==> src/rtl/serial_subtractor_pkg.sv <==
// Shared definitions for the bit-serial arithmetic blocks: FSM encoding and default width.
// Intended for reuse by a future serial adder/comparator.
package serial_subtractor_pkg;

  localparam int unsigned DefaultWidth = 4;

  typedef enum logic [1:0] {
    StIdle = 2'd0,
    StRun  = 2'd1,
    StDone = 2'd2
  } state_e;

endpackage

==> src/rtl/full_subtractor.sv <==
// Single-bit full subtractor cell: d = a - b - bi, bo = borrow out.
// Combinational counterpart of the full_adder cell.
module full_subtractor (
  input  logic a,
  input  logic b,
  input  logic bi,
  output logic d,
  output logic bo
);

  assign d  = a ^ b ^ bi;
  assign bo = (~a & b) | (~(a ^ b) & bi);

endmodule

==> src/rtl/serial_subtractor.sv <==
// Bit-serial subtractor: diff = a - b - bw_in, LSB first, one bit per clock.
// start/busy/done handshake; result registers update only when entering DONE.
module serial_subtractor
  import serial_subtractor_pkg::*;
#(
  parameter int unsigned WIDTH = DefaultWidth,
  localparam int unsigned CNT_W = $clog2(WIDTH) + 1
) (
  input  logic             clk,
  input  logic             rst_n,
  input  logic             start,
  input  logic [WIDTH-1:0] a,
  input  logic [WIDTH-1:0] b,
  input  logic             bw_in,
  output logic             busy,
  output logic             done,
  output logic [WIDTH-1:0] diff,
  output logic             bw_out
);

  state_e           state_q, state_d;
  logic [WIDTH-1:0] sa_q, sa_d;
  logic [WIDTH-1:0] sb_q, sb_d;
  logic [WIDTH-1:0] sr_q, sr_d;
  logic             bw_q, bw_d;
  logic [CNT_W-1:0] cnt_q, cnt_d;
  logic [WIDTH-1:0] diff_q, diff_d;
  logic             bw_out_q, bw_out_d;

  logic cell_d;
  logic cell_bo;

  full_subtractor u_cell (
    .a  (sa_q[0]),
    .b  (sb_q[0]),
    .bi (bw_q),
    .d  (cell_d),
    .bo (cell_bo)
  );

  always_comb begin
    state_d  = state_q;
    sa_d     = sa_q;
    sb_d     = sb_q;
    sr_d     = sr_q;
    bw_d     = bw_q;
    cnt_d    = cnt_q;
    diff_d   = diff_q;
    bw_out_d = bw_out_q;

    unique case (state_q)
      StIdle, StDone: begin
        // DONE accepts start just like IDLE so operations can run back-to-back.
        if (start) begin
          sa_d    = a;
          sb_d    = b;
          bw_d    = bw_in;
          cnt_d   = '0;
          state_d = StRun;
        end else begin
          state_d = StIdle;
        end
      end
      StRun: begin
        sa_d  = sa_q >> 1;
        sb_d  = sb_q >> 1;
        sr_d  = {cell_d, sr_q[WIDTH-1:1]};
        bw_d  = cell_bo;
        cnt_d = cnt_q + CNT_W'(1);
        if (cnt_q == CNT_W'(WIDTH - 1)) begin
          state_d  = StDone;
          diff_d   = sr_d;
          bw_out_d = cell_bo;
        end
      end
      default: state_d = StIdle;
    endcase
  end

  always_ff @(posedge clk or negedge rst_n) begin
    if (!rst_n) begin
      state_q  <= StIdle;
      sa_q     <= '0;
      sb_q     <= '0;
      sr_q     <= '0;
      bw_q     <= 1'b0;
      cnt_q    <= '0;
      diff_q   <= '0;
      bw_out_q <= 1'b0;
    end else begin
      state_q  <= state_d;
      sa_q     <= sa_d;
      sb_q     <= sb_d;
      sr_q     <= sr_d;
      bw_q     <= bw_d;
      cnt_q    <= cnt_d;
      diff_q   <= diff_d;
      bw_out_q <= bw_out_d;
    end
  end

  assign busy   = (state_q == StRun);
  assign done   = (state_q == StDone);
  assign diff   = diff_q;
  assign bw_out = bw_out_q;

endmodule
==> config.mk <==
export PLATFORM = sky130hd
export DESIGN_NAME = serial_subtractor
export DESIGN_NICKNAME = d
export VERILOG_FILES = /design/src/rtl/serial_subtractor_pkg.sv /design/src/rtl/full_subtractor.sv /design/src/rtl/serial_subtractor.sv
export SDC_FILE = /design/constraint.sdc
export NUM_CORES = 1
export LEC_CHECK = 0
export ABC_AREA = 1
export CORE_AREA = 2 2 50 52
export DETAILED_ROUTE_END_ITERATION = 10
export DIE_AREA = 0 0 52 54
export GPL_ROUTABILITY_DRIVEN = 0
export PLACE_DENSITY_LB_ADDON = 0.1
export SYNTH_ARGS = -nofsm -noshare
export SYNTH_HDL_FRONTEND = slang
export SYNTH_SLANG_ARGS = --single-unit
export TNS_END_PERCENT = 50
==> constraint.sdc <==
create_clock -name clk -period 1.45 [get_ports clk]
set_input_delay 0.145 -clock clk [delete_from_list [all_inputs] [get_ports clk]]
set_output_delay 0.145 -clock clk [all_outputs]
set_load 0.005 [all_outputs]
==> metrics.yaml, run 1 <==
floorplanning:
  core_area_um2: 2320
  num_rows: 18
  die_h_um: 54
  die_w_um: 52
  start_util_pct: 45.7
  ios: 19
  floorplan.die_area_um2: 2810
cells_and_area:
  drive_above_1_share_pct: 16.9
  fin_util_pct: 57.0
  diodes: 0
  layout.nets: 165
  area_delta_synth_final_pct: 24.6
clock_tree:
  clk_latency_ns: 0.30
  clk_pin_slew_ns: 0.11
  htree_levels: 1
  root_buffer: "clkbuf_4"
  numCtsBuffers: 3
  cts_max_path_buffers: 2
  cts_sinks: 22
  cts_tree: "built"
route:
  drt_iter0_markers: 17
  antenna_left: 0
  firstDrtPassIters: 5
  wl_um: 1990
  drc: 0
  num_vias: 812
  via_per_inst: 4.56
  wl_per_cell_um: 11.2
pwr:
  p_int_mw: 1.68
  power_switching_mw: 1.17
  power.density_nw_per_um2: 2160
  p_clk_share_pct: 9.4
  p_leak_nw: 0.710
  seq_power_share_pct: 37.9
  swShare_pct: 41.1
  combPwrFrac_pct: 52.6
  ir_drop_mv: 1.13
synth:
  yosys-top-cells-count: "nand2_1 (37), dfrtp_1 (22), inv_1 (21), nand3_1 (13)"
  ys_types: 19
  synthArstFlopShare_pct: 100
  yosysTopAreaCell: "dfrtp_1"
  synth_seq_cells: 22
  ys.flop_type: "dfrtp_1"
  synth_edf_count: 0
  syn_area_um2: 1060
  syn_area_per_cell_um2: 8.63
  syn-num-nets: 138
  synthCells: 123
  yosysMostFrequentCell: "nand2_1"
  yosysWarnings: 0
  yosysTopAreaCellShare_pct: 51.9
  yosys-top-cells-area: "dfrtp_1 (52%), nand2_1 (13%), inv_1 (7.4%)"
  ys_seq_area_share_pct: 51.9
global_route:
  grtUsageTotal_pct: 16.5
  grt_pass1_wl_um: 3280
  grt_pass1_vias: 762
  grt_max_degree: 23
  antenna_found_initial: 0
  grt_overflow: 0
worst_setup_path:
  path_class: "reg2out"
  start_kind: "flop"
  crit_path_max_fanout: 2
  crit_path_end_kind: "primary output"
  path_cells: "clkdlybuf4s50_1"
  crit_required_ns: 1.31
  cp_slowest_cell: "clkdlybuf4s50_1"
  crit_family: "buffers and inverters"
  cp_num_buf_inv: 1
  critPathMaxStageDelay_ns: 0.51
  arrival_ns: 1.19
  reg2reg_slack_ns: 0.14
timing:
  clock.fmax_mhz: 751
  grt_setup_unrepaired: "false"
  setup_ws_ns: 0.118
  slew_viol_final: 0
  fin_crit_sh_pct: 91.9
  fin_crit_ns: 1.33
  finalSetupViolations: 0
  maxSlewHeadroom_pct: 81.8
  finalSetupTns_ns: 0
  worst_pin_slew_ns: 0.274
  fin_skew_ns: 0.00283
  final_hold_viol_count: 0
job:
  max_cap_violations: 0
worst_hold_path:
  hp-class: "in2async"
placed_design:
  pre_cts_ws_ns: 0.164
  portBuffers: 18
  hpwl_um: 1510
status:
  status: "finished clean"
[logic make-up (layout without fill, tap and decap cells)]
group | count (synthesis) | count (layout) | synth area share, %
and+or+nand+nor | 58 | 58 | 24.9
buffers and inverters | 28 | 53 | 11.9
DFF | 22 | 22 | 51.9
AOI/OAI and AO/OA | 12 | 12 | 7.08
adders and majority gates | 3 | 3 | 4.24
[state kept, by name (all words and copies together) (netlist names)]
signal	cells
cnt_q	3
sa_q	4
bw_out	1
diff	4
state_q	2
sr_q	3
bw_q	1
sb_q	4
[metal layers]
metal  vias to the layer above  track usage [%]  part of all wire, %
li1                        422                -                    -
met1                       369             21.2                   45
met2                        19             28.1                   49
met3                         2             3.33                  4.9
met4                         0             5.26                 0.85
met5                         -                0                    0
[area by class of cell]
class | instances | area (µm²)
multi-input combinational | 73 | 384
inverter | 25 | 96.3
timing repair buffer | 25 | 230
sequential | 22 | 552
fill | 221 | 997
clock buffer | 3 | 22.5
tap | 30 | 37.5
[per-stage QoR]
step / total power, mW / cells / area (µm²) / hold slack [ns]
after floorplan: 2.11 / 123 / 1060 / -0.151
after global placement: 2.57 / 173 / 1290 / 0.464
after detailed placement: 2.60 / 173 / 1290 / 0.470
after CTS: 2.90 / 178 / 1320 / 0.188
after global routing: 3.14 / 178 / 1320 / 0.203
final: 2.86 / 178 / 1320 / 0.180
[worst paths after layout]
path                       depth (start not counted)         end      from
max in group asynchronous                          2  state_q[0]     rst_n
min                                                2     sb_q[3]     rst_n
min in group clk                                   3     sb_q[3]      b[3]
max reg2reg                                        4    cnt_q[2]  cnt_q[0]
min reg2reg                                        2     diff[0]   sr_q[1]
max                                                1     diff[0]   diff[0]
[layout by cell type (no fill, tap or decap), drive strengths merged]
master and instances:
clkbuf 3, or2 1, a21oi 1, nor2 3, buf 7, fa 1
nand3 13, ha 2, inv 25, clkdlybuf4s50 16, o21ai 11, nand2 41
dfrtp 22, dlygate4sd2 2
[power by group through the flow]
stage,sequential [mW],combinational [mW],clock [mW]
2_1_floorplan,1.06,1.05,0
3_3_place_gp,1.09,1.47,0
3_5_place_dp,1.10,1.50,0
4_1_cts,1.09,1.53,0.282
5_1_grt,1.11,1.71,0.315
6_report,1.08,1.50,0.269
[repair_timing]
item | CTS | global route
gates resized for setup | 3 | 0
hold buffers | 0 | 0
endpoints found under the setup margin | 2 | 0
buffers inserted | 2 | 0
(Power assumes the default switching activity.)
==> inputs of run 2 (changes only) <==
- GPL_ROUTABILITY_DRIVEN: 0 -> default
==> results of run 2 <==
The final DEF is identical to that of run 1; final timing and power are the same.
